### config.mk
export PLATFORM = sky130hd
export DESIGN_NAME = mem_lsu
export DESIGN_NICKNAME = d
export VERILOG_FILES = /design/src/rtl/lsu_pkg.sv /design/src/rtl/lsu_load_align.sv /design/src/rtl/mem_lsu.sv
export SDC_FILE = /design/constraint.sdc
export NUM_CORES = 1
export LEC_CHECK = 0
export BUFFER_PORTS_ARGS = -buffer_cell sky130_fd_sc_hd__clkbuf_2
export CAP_MARGIN = 20
export CELL_PAD_IN_SITES_DETAIL_PLACEMENT = 0
export CELL_PAD_IN_SITES_GLOBAL_PLACEMENT = 1
export CORE_MARGIN = 1.5
export CORE_UTILIZATION = 30
export DETAILED_ROUTE_END_ITERATION = 10
export PLACE_DENSITY = 0.71
export SYNTH_ARGS = -nofsm -noshare
export SYNTH_HDL_FRONTEND = slang
export SYNTH_SLANG_ARGS = --single-unit
### constraint.sdc
create_clock -name clk -period 5.7 [get_ports clk]
set_clock_uncertainty 0.05 [all_clocks]
set_input_delay 0.57 -clock clk [delete_from_list [all_inputs] [get_ports clk]]
set_output_delay 0.57 -clock clk [all_outputs]
set_load 0.05 [all_outputs]
### src/rtl/lsu_pkg.sv
// Shared types and helpers for the memory-stage load/store unit.
// Covers FSM states, funct3 size codes and byte-lane helpers.
package lsu_pkg;

   typedef enum logic [1:0] {
      IDLE,
      REQ,
      RSP,
      DONE
   } lsu_state_e;

   localparam logic [2:0] F3_B  = 3'b000;
   localparam logic [2:0] F3_H  = 3'b001;
   localparam logic [2:0] F3_W  = 3'b010;
   localparam logic [2:0] F3_BU = 3'b100;
   localparam logic [2:0] F3_HU = 3'b101;

   // size[1:0] encodes access width for both signed and unsigned loads
   function automatic logic lsu_misaligned(
      input logic [2:0] size,
      input logic [1:0] off
   );
      logic m;
      m = 1'b0;
      unique case (size[1:0])
         2'b01:   m = off[0];
         2'b10:   m = |off;
         default: m = 1'b0;
      endcase
      return m;
   endfunction

   function automatic logic [3:0] lsu_be(
      input logic [2:0] size,
      input logic [1:0] off
   );
      logic [3:0] be;
      be = 4'b1111;
      unique case (size[1:0])
         2'b00:   be = 4'b0001 << off;
         2'b01:   be = off[1] ? 4'b1100 : 4'b0011;
         default: be = 4'b1111;
      endcase
      return be;
   endfunction

   function automatic logic [31:0] lsu_wdata(
      input logic [2:0]  size,
      input logic [31:0] data
   );
      logic [31:0] w;
      w = data;
      unique case (size[1:0])
         2'b00:   w = {4{data[7:0]}};
         2'b01:   w = {2{data[15:0]}};
         default: w = data;
      endcase
      return w;
   endfunction

endpackage

### src/rtl/lsu_load_align.sv
// Load data alignment: picks the addressed byte/half from a raw
// memory word and sign- or zero-extends it according to funct3.
module lsu_load_align
   import lsu_pkg::*;
(
   input  logic [31:0] rdata_i,
   input  logic [1:0]  off_i,
   input  logic [2:0]  size_i,
   output logic [31:0] data_o
);

   logic [7:0]  byte_sel;
   logic [15:0] half_sel;

   always_comb begin
      byte_sel = rdata_i[7:0];
      unique case (off_i)
         2'd0:    byte_sel = rdata_i[7:0];
         2'd1:    byte_sel = rdata_i[15:8];
         2'd2:    byte_sel = rdata_i[23:16];
         default: byte_sel = rdata_i[31:24];
      endcase
      half_sel = off_i[1] ? rdata_i[31:16] : rdata_i[15:0];
   end

   always_comb begin
      data_o = rdata_i;
      unique case (size_i)
         F3_B:    data_o = {{24{byte_sel[7]}}, byte_sel};
         F3_H:    data_o = {{16{half_sel[15]}}, half_sel};
         F3_BU:   data_o = {24'd0, byte_sel};
         F3_HU:   data_o = {16'd0, half_sel};
         default: data_o = rdata_i;
      endcase
   end

endmodule

### src/rtl/mem_lsu.sv
// Memory-stage load/store unit: drives a valid/ready data bus,
// stalls the pipeline per access and returns aligned load data.
module mem_lsu
   import lsu_pkg::*;
(
   input  logic        clk,
   input  logic        rst_n,
   input  logic        instr_valid_mem_i,
   input  logic        dram_we_mem_i,
   input  logic        dram_re_mem_i,
   input  logic [2:0]  size_mem_i,
   input  logic [31:0] alu_result_mem_i,
   input  logic [31:0] rD2_mem_i,
   output logic        req_valid_o,
   input  logic        req_ready_i,
   output logic        req_we_o,
   output logic [31:0] req_addr_o,
   output logic [3:0]  req_be_o,
   output logic [31:0] req_wdata_o,
   input  logic        rsp_valid_i,
   input  logic [31:0] rsp_rdata_i,
   output logic        lsu_stall_o,
   output logic [31:0] load_data_o,
   output logic        load_valid_o,
   output logic        misaligned_o
);

   lsu_state_e  state_q, state_d;
   logic        mem_op, mis, go;
   logic        we_q;
   logic [1:0]  off_q;
   logic [2:0]  size_q;
   logic [31:0] align_data;

   assign mem_op = instr_valid_mem_i & (dram_we_mem_i | dram_re_mem_i);
   assign mis    = lsu_misaligned(size_mem_i, alu_result_mem_i[1:0]);
   assign go     = mem_op & ~mis;

   always_comb begin
      state_d = state_q;
      unique case (state_q)
         IDLE:    if (go) state_d = REQ;
         REQ:     if (req_ready_i) state_d = we_q ? DONE : RSP;
         RSP:     if (rsp_valid_i) state_d = DONE;
         DONE:    state_d = IDLE;
         default: state_d = IDLE;
      endcase
   end

   // DONE releases the stall so EX/MEM advances on that edge
   assign lsu_stall_o  = ((state_q == IDLE) & go) |
                         (state_q == REQ) | (state_q == RSP);
   assign misaligned_o = (state_q == IDLE) & mem_op & mis;
   assign load_valid_o = (state_q == DONE) & ~we_q;

   lsu_load_align u_align (
      .rdata_i (rsp_rdata_i),
      .off_i   (off_q),
      .size_i  (size_q),
      .data_o  (align_data)
   );

   always_ff @(posedge clk or negedge rst_n) begin
      if (!rst_n) begin
         state_q     <= IDLE;
         req_valid_o <= 1'b0;
         req_we_o    <= 1'b0;
         req_addr_o  <= '0;
         req_be_o    <= '0;
         req_wdata_o <= '0;
         we_q        <= 1'b0;
         off_q       <= '0;
         size_q      <= '0;
         load_data_o <= '0;
      end else begin
         state_q <= state_d;
         if (state_q == IDLE && go) begin
            req_valid_o <= 1'b1;
            req_we_o    <= dram_we_mem_i;
            req_addr_o  <= {alu_result_mem_i[31:2], 2'b00};
            req_be_o    <= lsu_be(size_mem_i, alu_result_mem_i[1:0]);
            req_wdata_o <= lsu_wdata(size_mem_i, rD2_mem_i);
            we_q        <= dram_we_mem_i;
            off_q       <= alu_result_mem_i[1:0];
            size_q      <= size_mem_i;
         end
         if (state_q == REQ && req_ready_i) begin
            req_valid_o <= 1'b0;
            req_we_o    <= 1'b0;
            req_addr_o  <= '0;
            req_be_o    <= '0;
            req_wdata_o <= '0;
         end
         if (state_q == RSP && rsp_valid_i)
            load_data_o <= align_data;
      end
   end

endmodule

# After elaboration in Yosys (flattened, before gate mapping)
# Cells that the tools add are included.
[totals]
register_bits = 110
latch_bits = 0
ramBits = 0
romBits = 0
output_inout_bits = 105
n_memories = 0
[classes]
add_sub_neg = 0
multipliers = 0
n_div = 0
n_lt_le_gt_ge = 0
n_eq_ne = 13
n_shift = 1
muxes = 22
bitwise_logic = 11
n_reduce_logical = 10
[ops]
columns = ["cell", "n"]
rows = [
  ["$mux W32", 4],
  ["$pmux W32 S4", 1],
  ["$pmux W32 S2", 1],
  ["$pmux W8 S3", 1],
  ["$mux W16", 1],
  ["$mux W4", 3],
  ["$eq A2 B2 Y1 const B", 4],
  ["$pmux W2 S4", 1],
  ["$pmux W4 S2", 1],
  ["$and A1 B1 Y1", 6],
  ["$eq A2 B1 Y1 const B", 3],
  ["$eq A3 B3 Y1 const B", 2],
  ["$logic_not A2 Y1", 3],
  ["$mux W2", 3],
  ["$ne A2 B2 Y1 const B", 3],
  ["$mux W1", 5],
  ["$shl A1 B2 Y4 const A", 1],
  ["$eq A3 B1 Y1 const B", 1],
  ["$logic_and A1 B1 Y1", 3],
  ["$logic_not A3 Y1", 1],
  ["$or A1 B1 Y1", 3],
  ["$reduce_and A3 Y1", 1],
  ["$not A1 Y1", 2],
  ["$pmux W1 S2", 1],
  ["2 further kinds", 2],
]

# Depth between registers and ports, before layout
# Gate-level depths: netlist of run 1.
[logic_depth]
depth_word = 7
mapped_depth = 8
depth_no_buf = 6

# Modules after synthesis
# Synthesis of run 1 repeated with hierarchy kept, for this count alone.
[hier_totals]
hier_cells = 573
area_unflattened_um2 = 5325.1
[modules_own_cells]
columns = ["mod", "instances", "cells_per_inst", "area_each_um2", "seq_area_each_um2"]
rows = [
  ["mem_lsu", 1, 442, 4601.9, 2702.6],
  ["lsu_load_align", 1, 131, 723.2, 0.0],
]

# Worst setup path after synthesis of run 1
# OpenSTA, ideal clock, no wires.
[synth_timing]
path_kind = "in2out"
startpoint = "input size_mem_i[0]"
endpoint = "output lsu_stall_o"
arrival_time_ns = 1.913
required_time_ns = 5.080
setup_slack_ns = 3.167
cell_stages = 6
n_path_buf = 1
cell_sequence = "inv_1 ha_1 o211ai_1 and3b_1 buf_2 or3_1"
[synth_via]
elab_chain_cells = 7
[synth_rtl]
columns = ["element", "line", "rtl"]
rows = [
  ["start, declared", "mem_lsu.sv:11", "input logic [2:0] size_mem_i,"],
  ["$eq A2 B2 Y1 or $eq A2 B1 Y1 (tied branches)", "lsu_pkg.sv:25", "unique case (size[1:0])"],
  ["$pmux W1 S2 (*)", "lsu_pkg.sv:25", ""],
  ["$not A1 Y1 (*)", "mem_lsu.sv:37", "assign go = mem_op & ~mis;"],
  ["$and A1 B1 Y1 (*)", "mem_lsu.sv:37", ""],
  ["$and A1 B1 Y1 (*)", "mem_lsu.sv:51", "assign lsu_stall_o = ((state_q == IDLE) & go) |"],
  ["$or A1 B1 Y1 (*)", "mem_lsu.sv:51", ""],
  ["$or A1 B1 Y1 (*)", "mem_lsu.sv:52", "(state_q == REQ) | (state_q == RSP);"],
  ["end, declared", "mem_lsu.sv:22", "output logic lsu_stall_o,"],
]
# Mark *: on every way between the ends. The rest lies on a longest branch, timed or not.

# Worst setup path after layout of run 1
[layout_timing]
startpoint = "input size_mem_i[1]"
endpoint = "output lsu_stall_o"
# The elaborated chain is that of the path after synthesis.

==> results.ini, run 1 <==
[logic_synthesis]
ys_ff_latch = 108
ys_types = 41
ys_async_sr_fraction_pct = 100.0
yosys_warnings = 0
syn_avg_cell_area_um2 = 9.470
ys_seq_area_share_pct = 52.17
synth_enable_flop_cells = 0
syn_inst = 547
synth_flop_cell = dfrtp_1
syn-cell-area_um2 = 5180

[grt]
track_usage_pct = 18.00
antenna_found_initial = 0
grt_pass1_vias = 4654
grt_pass1_wl_um = 25390
grt_remaining_overflow = 0
grt_max_degree = 58

[cells_and_area]
drive_above_1_share_pct = 33.88
final_cell_area_um2 = 6675
fill_cells = 1727
fin_util_pct = 39.97
area_delta_synth_final_pct = 28.86
diodes = 0
nNetsFinal = 846

[timing]
worst_pin_slew_ns = 0.9272
drv_slew = 0
worst_slack_ns = 2.390
fin_crit_ns = 3.310
rsz0062_at_grt = false
setup_violations = 0
relSlewSlack_pct = 38.18
finalHoldViolCount = 0
fin_crit_sh_pct = 58.08
clock.fmax_mhz = 302.1
final.setup.tns_ns = 0

[clock_tree]
clkTransAtPathRegs_ns = 0.07
root_buffer = clkbuf_16
cts_buffers = 9
cts.sinks = 108
h-tree-depth = 3
post_cts_buffers = 0
cts_tree = done
cts_hold_buf = 0
cts_resized = 0
clk_latency_ns = 0.35
cts_buffer_depth = 2

[floorplanning]
core_um2 = 16700
design.die.area_um2 = 18060
start_util_pct = 31.02
num_rows = 47
io_pins = 211
die_y_um = 134.4
die_w_um = 134.4

[critical_path]
cpMostUsedCell = clkbuf_2
crit_type = in -> out
crit_buf_inv = 3
crit_path_max_incr_delay_ns = 0.56
crit_path_start_kind = primary input
critPathArrivalTime_ns = 2.69
critPathMaxFanout = 57
cp_cell_sequence = clkbuf_2, inv_1, ha_1, nand3_1, and3b_2, or3_1, clkbuf_2
critPathRequiredTime_ns = 5.08
path_delay_family = simple AND/OR/NAND/NOR gates
slowest_stage = and3b_2
crit_path_end_kind = primary output

[power_and_ir_drop]
intPower_w = 0.001998
p_clk_share_pct = 15.7
p_sw_share_pct = 52.34
vdd_ir_drop_max_mv = 0.3118
p_leak_nw = 3.284
seq_power_share_pct = 30.8
comb_power_share_pct = 53.5
switching_power_w = 0.002195
power_density_nw_per_um2 = 628.1

[detailed_routing]
drt_first_pass_iters = 4
remaining_drc_errors = 0
drtAntennaViolNets = 0
drt-total-wl_um = 16090
via_count = 4795
routed_via_density = 5.005
drt_iter0_markers = 267
routedWlPerCell_um = 16.80

[status]
status = finished, final reports clean

[run]
drv_cap = 0

[placed_design]
io_buffer_count = 208
dpl-instance-area_um2 = 6361
detailed_place_hpwl_um = 11800
pre_cts_ws_ns = 2.380
gp_congestion = 0.8586

[hold_path]
hold_path_class = in -> async

## worst register-to-register path, cell delays in order, from the launching register on
cell and delay, ns:
dfrtp_1 0.44, inv_1 0.10, ha_1 0.19, o211ai_1 0.13
and3b_2 0.88, nand2_1 0.49, o22ai_1 0.28
## metrics by stage
| step | total power (W) | hold WS, ns | instances |
|---|---|---|---|
| after detailed placement | 0.003562 | 0.4262 | 941 |
| after global placement | 0.003522 | 0.4244 | 941 |
| after floorplan | 0.002996 | 0.2244 | 548 |
| after CTS | 0.004228 | 0.2145 | 957 |
| after global routing | 0.004447 | 0.2340 | 958 |
| final | 0.004193 | 0.1946 | 958 |
## layout by cell type, fill, tap and decap left out, drive strengths merged, types with 8 or more instances in the layout
| master | n |
|---|---|
| nand2 | 107 |
| a22o | 9 |
| inv | 13 |
| and3b | 8 |
| a21oi | 28 |
| mux2i | 11 |
| o2bb2ai | 25 |
| nor2 | 49 |
| o21ai | 61 |
| buf | 9 |
| clkbuf | 216 |
| a211oi | 23 |
| nor3 | 11 |
| dfrtp | 108 |
## synthesized netlist by cell type (3+ instances only)
cell type	instances	area, um^2
a22o_1	9	78.83
buf_2	6	30.03
ha_1	7	87.58
dfrtp_1	108	2703
o2bb2ai_1	25	219.0
o221a_2	7	78.83
buf_4	4	30.03
a31oi_1	4	25.02
mux2_2	6	67.56
and3b_1	8	70.07
clkbuf_1	30	112.6
mux2i_1	11	110.1
nand2b_1	3	18.77
nand2_1	107	401.6
o21ai_0	60	300.3
a22oi_1	6	45.04
a211oi_1	23	172.7
nor3_1	10	50.05
inv_1	10	37.54
a21oi_1	28	140.1
nor2_1	49	183.9
## power groups by stage
stage | combinational (W) | clock, W | sequential (W)
global route | 0.00240 | 0.000711 | 0.00134
global placement | 0.00223 | 0 | 0.00130
CTS | 0.00226 | 0.000675 | 0.00129
finish | 0.00224 | 0.000658 | 0.00129
floorplan | 0.000783 | 0 | 0.00221
detailed placement | 0.00226 | 0 | 0.00130
## cell families after synthesis
kind of cell    share of synthesized area [%]
other cells                           0.07239
mux                                     3.865
buf+inv                                 4.493
simple gates                            15.65
flops                                   52.17
compound gates                          22.05
fa+ha+maj                               1.691
## metal layers
metal | part of all wire, % | track usage [%] | wire length (um) | vias to the layer above
met5 | 0 | 0 | 0 | -
met4 | 1.3 | 5.675 | 211 | 0
met3 | 8.7 | 4.460 | 1396 | 13
met2 | 47 | 28.18 | 7513 | 207
met1 | 43 | 24.51 | 6969 | 2289
li1 | - | - | - | 2286
## cell type report
type | instances | area [um^2] | share of cell area [%]
clock inverter | 7 | 81.33 | 1.218
multi-input combinational | 388 | 2250 | 33.70
clock buffer | 9 | 225.2 | 3.374
inverter | 10 | 37.54 | 0.5623
tap | 220 | 275.3 | 4.124
sequential | 108 | 2703 | 40.49
timing repair buffer | 216 | 1104 | 16.53
## flip-flops by register name, indices dropped and copies added, names as in the netlist
signal / cells
load_data_o: 32
req_wdata_o: 32
req_addr_o: 30
req_be_o: 4
size_q: 3
off_q: 2
state_q: 2
req_valid_o: 1
req_we_o: 1
we_q: 1
## worst paths after layout
path	to	slack, ns	cells past startpoint	start
max reg2reg	req_be_o[0]	3.05	6	state_q[0]
min	req_addr_o[23]	0.19	1	rst_n
max	lsu_stall_o	2.39	7	size_mem_i[1]
min in group clk	req_addr_o[10]	0.36	3	alu_result_mem_i[10]
min reg2reg	req_wdata_o[24]	0.44	1	req_wdata_o[24]
max in group asynchronous	load_data_o[12]	4.22	2	rst_n
(Power assumes the default switching activity.)
==> run 2: changes to the inputs <==
clock period = 3.1 ns   (was 5.7 ns; I/O delays follow)
==> results.ini, run 2 (synthesis results as in run 1) <==
[status]
status = finished, final reports clean

[cells_and_area]
nNetsFinal = 851  ; +0.59%
drive_above_1_share_pct = 34.19  ; +0.31 points
area_delta_synth_final_pct = 29.93
top_regs = load_data_o x32, req_wdata_o x32, req_addr_o x30
final_common_cell = clkbuf_2
final_cell_mix = clkbuf_2, dfrtp_1, nand2_1, o21ai_0, nor2_1
diodes = 0  ; unchanged

[placed_design]
detailed_place_hpwl_um = 12030  ; +2.0%
pre_cts_ws_ns = 0.8157  ; -1.565 ns
io_buffer_count = 208  ; unchanged
gp_congestion = 0.8107  ; -5.6%

[hold_path]
hold_path_class = in -> reg

[timing]
rsz0062_at_grt = false
finalHoldViolCount = 0  ; unchanged
worst_pin_slew_ns = 0.6538  ; -0.2734 ns
fin_crit_ns = 2.536
relSlewSlack_pct = 56.25  ; +18 points
clock.fmax_mhz = 394.4
worst_slack_ns = 0.5642  ; -1.826 ns
setup_violations = 0  ; unchanged
drv_slew = 0  ; unchanged
final.setup.tns_ns = 0  ; unchanged
fin_crit_sh_pct = 81.80

[clock_tree]
root_buffer = clkbuf_16
cts_buffer_depth = 2  ; unchanged
h-tree-depth = 3  ; unchanged
clkTransAtPathRegs_ns = 0.08  ; about the same
post_cts_buffers = 0  ; unchanged
clk_latency_ns = 0.35  ; about the same
cts_buffers = 9  ; unchanged
cts.sinks = 108  ; unchanged
cts_tree = done

[critical_path]
critPathRequiredTime_ns = 2.74  ; -2.34 ns
crit_type = reg -> out
critPathMaxFanout = 16  ; -72%
slowest_stage = dfrtp_1
cp_cell_sequence = inv_1, ha_1, o211ai_1, and3b_2, or3_1, clkbuf_2
crit_path_start_kind = register
critPathArrivalTime_ns = 2.18  ; -0.51 ns
crit_path_max_incr_delay_ns = 0.44  ; -0.12 ns
crit_path_end_kind = primary output

[power_and_ir_drop]
vdd_ir_drop_max_mv = 0.5791  ; +86%
power_density_nw_per_um2 = 1147  ; +83%
p_leak_nw = 3.303  ; +0.58%

[detailed_routing]
drt_first_pass_iters = 6  ; +2
via_count = 4805  ; +0.21%
routedWlPerCell_um = 16.60  ; -1.2%
drt_iter0_markers = 312  ; +17%
routed_via_density = 4.990  ; -0.31%
drt-total-wl_um = 15990  ; -0.65%
drtAntennaViolNets = 0  ; unchanged
remaining_drc_errors = 0  ; unchanged

[grt]
grt_pass1_vias = 4946  ; +6.3%
track_usage_pct = 18.28  ; +0.28 points
grt_remaining_overflow = 0  ; unchanged
grt_pass1_wl_um = 26050  ; +2.6%
antenna_found_initial = 0  ; unchanged
grt_max_degree = 65  ; +12%

[floorplanning]
die_y_um = 134.4  ; unchanged
design.die.area_um2 = 18060  ; unchanged
num_rows = 47  ; unchanged
io_pins = 211  ; unchanged
die_w_um = 134.4  ; unchanged
core_um2 = 16700  ; unchanged
start_util_pct = 31.02  ; unchanged

[run]
drv_cap = 0  ; unchanged

==> run 2: cell types whose count changed in the layout (fill, tap and decap cells not counted), sizes merged <==
cell,change
buf,+4
clkinv,-2
clkinvlp,+3
dlygate4sd3,+1
inv,-1
==> run 2: layer usage <==
metal	wire, um	share of wire (%)	up-vias	global-route usage (%)
li1	-	-	2308	-
met4	229	1.4	0	5.137
met3	1305	8.2	18	5.102
met1	6983	44	2284	24.33
met2	7467	47	195	29.17
met5	0	0	-	0
==> run 2: report_power, final <==
part           internal, W  leakage (nW)  total (W)  switching [W]
Sequential         0.00198          1.37    0.00235       0.000376
Clock             0.000640         0.142    0.00120       0.000564
Combinational      0.00107          1.79    0.00416        0.00309
==> run 2: critical path: cells and delay by family (launching register included) <==
family / cells / cell delay (ns)
buffers and inverters: 2 / 0.33
and+or+nand+nor: 2 / 0.68
DFF: 1 / 0.44
adders and majority gates: 1 / 0.23
AOI/OAI and AO/OA: 1 / 0.13
==> run 2: area by class of cell <==
class                      count  area, um^2
tap                          220       275.3
inverter                      10       37.54
clock inverter                 7       83.83
clock buffer                   9       225.2
sequential                   108        2703
timing repair buffer         221        1156
fill                        1729        9971
multi-input combinational    388        2250
==> run 2: path summary, 6_finish.rpt <==
kind / from / end / slack [ns] / depth (start not counted)
worst max-delay path: state_q[0] / lsu_stall_o / 0.56 / 6
worst min register to register: req_wdata_o[18] / req_wdata_o[18] / 0.45 / 1
max in group asynchronous: rst_n / req_valid_o / 1.79 / 3
worst max register to register: state_q[0] / req_be_o[3] / 0.92 / 7
min in group asynchronous: rst_n / load_data_o[28] / 0.45 / 2
worst min-delay path: alu_result_mem_i[11] / req_addr_o[11] / 0.10 / 3
==> run 2: timing repair <==
item	in CTS	in global routing
resized for setup	0	0
endpoints found under the hold margin	44	0
hold buffers	1	0
==> run 2: stage by stage <==
stage	power [W]	hold slack (ns)	cells	util, %	area, um^2
floorplan	0.005508	-0.03559	548	-	5184
global placement	0.006498	0.2992	945	38.34	6404
detailed placement	0.006575	0.3088	945	38.34	6404
CTS	0.007793	0.08829	962	40.25	6723
global route	0.008198	0.1042	963	40.30	6730
finish	0.007722	0.1009	963	40.30	6730
==> run 3: changes to the inputs <==
clock period = 2.6 ns   (was 3.1 ns; I/O delays follow)
==> results.ini, run 3 (synthesis results as in run 1) <==
[detailed_routing]
routed_via_density = 4.984  ; -0.10%
drtAntennaViolNets = 0  ; unchanged
drt_iter0_markers = 215  ; -31%
routedWlPerCell_um = 16.50  ; -0.63%
drt_first_pass_iters = 4  ; -2
via_count = 4800  ; -0.10%
remaining_drc_errors = 0  ; unchanged
drt-total-wl_um = 15890  ; -0.63%

[cells_and_area]
area_delta_synth_final_pct = 30.17
fin_util_pct = 40.37  ; +0.075 points
drive_above_1_share_pct = 34.19  ; unchanged
final_cell_mix = clkbuf_2, dfrtp_1, nand2_1, o21ai_0, nor2_1
diodes = 0  ; unchanged
instances_no_fill = 963  ; unchanged
top_regs = load_data_o x32, req_wdata_o x32, req_addr_o x30
nNetsFinal = 851  ; unchanged
final_common_cell = clkbuf_2

[grt]
grt_remaining_overflow = 0  ; unchanged
grt_pass1_vias = 4712  ; -4.7%
grt_max_degree = 58  ; -11%
antenna_found_initial = 0  ; unchanged
track_usage_pct = 17.89  ; -0.39 points
grt_pass1_wl_um = 25160  ; -3.4%

[clock_tree]
cts_hold_buf = 1  ; unchanged
h-tree-depth = 3  ; unchanged
clkTransAtPathRegs_ns = 0.08  ; about the same
cts_tree = done
root_buffer = clkbuf_16
clk_latency_ns = 0.36  ; about the same
cts_buffer_depth = 2  ; unchanged
post_cts_buffers = 0  ; unchanged
cts_resized = 0  ; unchanged
cts.sinks = 108  ; unchanged
cts_buffers = 9  ; unchanged

[placed_design]
io_buffer_count = 208  ; unchanged
place_inst = 946  ; +0.11%
gp_congestion = 0.8242  ; +1.7%
detailed_place_hpwl_um = 11970  ; -0.52%

[floorplanning]
design.die.area_um2 = 18060  ; unchanged
core_um2 = 16700  ; unchanged
num_rows = 47  ; unchanged
io_pins = 211  ; unchanged
start_util_pct = 31.02  ; unchanged
die_y_um = 134.4  ; unchanged
die_w_um = 134.4  ; unchanged

[timing]
clock.fmax_mhz = 408.4
relSlewSlack_pct = 54.70  ; -1.6 points
final.setup.tns_ns = 0  ; unchanged
rsz0062_at_grt = false
setup_violations = 0  ; unchanged
fin_crit_ns = 2.449
fin_crit_sh_pct = 94.17
whs_ns = 0.04916  ; -0.05171 ns
drv_slew = 0  ; unchanged
worst_pin_slew_ns = 0.6795  ; +0.02573 ns
finalHoldViolCount = 0  ; unchanged

[critical_path]
cp_cell_sequence = inv_1, ha_1, o211ai_1, and3b_2, or3_1, clkbuf_2
slowest_stage = dfrtp_1
crit_path_max_incr_delay_ns = 0.47  ; +0.03 ns
crit_buf_inv = 2  ; unchanged
critPathRequiredTime_ns = 2.29  ; -0.45 ns
path_delay_family = simple AND/OR/NAND/NOR gates
crit_path_start_kind = register
critPathMaxFanout = 8  ; -8
crit_type = reg -> out
critPathArrivalTime_ns = 2.14  ; -0.04 ns
crit_path_end_kind = primary output

[status]
status = finished, final reports clean

[run]
drv_cap = 0  ; unchanged

[power_and_ir_drop]
power_density_nw_per_um2 = 1365  ; +19%
p_leak_nw = 3.308  ; +0.17%
vdd_ir_drop_max_mv = 0.7432  ; +28%

[hold_path]
hold_path_class = in -> reg

[run 3: cell counts in the layout (fill, tap and decap cells not counted)]
Identical to the previous run, type by type.
[run 3: worst paths after layout]
path	startpoint	end	slack, ns	cells after the start
worst max-delay path	state_q[0]	lsu_stall_o	0.15	6
worst min-delay path	alu_result_mem_i[4]	req_addr_o[4]	0.05	3
worst max register to register	state_q[0]	req_addr_o[27]	0.42	7
worst min register to register	req_wdata_o[13]	req_wdata_o[13]	0.44	1
max in group asynchronous	rst_n	req_be_o[2]	1.27	3
min in group asynchronous	rst_n	req_addr_o[16]	0.47	2
[run 3: worst reg2reg max path, stage by stage (launching register included)]
cell and delay [ns]:
dfrtp_1 0.46, inv_1 0.11, ha_1 0.19, o211ai_1 0.13, and3b_2 0.33, buf_4 0.22, buf_4 0.35, o21ai_0 0.19
[run 3: final cells by class]
cell class / instances / area [um^2]
fillers: 1705 / 9958
repair buffers: 221 / 1169
inverters: 10 / 37.54
well taps: 220 / 275.3
clock inverters: 7 / 83.83
multi-input cells: 388 / 2250
clock buffers: 9 / 225.2
flip-flops and latches: 108 / 2703
[run 3: metrics by stage]
stage                     area (um^2)  setup slack [ns]  power [W]
after global placement           6416            0.4054   0.007740
final                            6743            0.1515   0.009201
after CTS                        6743            0.1416   0.009291
after floorplan                  5184            0.6004   0.006568
after detailed placement         6424            0.3544   0.007829
after global routing             6743           0.02936   0.009744
[run 3: where the power goes]
part	switching [W]	internal [W]	total (W)	leakage, nW
combinational	0.00362	0.00128	0.00490	1.80
clock	0.000673	0.000763	0.00144	0.142
sequential	0.000504	0.00236	0.00286	1.37
total	0.00480	0.00440	0.00920	3.31
[run 3: metal layers]
layer / GRT usage (%) / vias to the layer above / share of wire (%)
met1: 23.96 / 2285 / 45
li1: - / 2307 / -
met5: 0 / - / 0
met3: 5.253 / 18 / 8.3
met2: 27.24 / 190 / 45
met4: 6.989 / 0 / 2.1
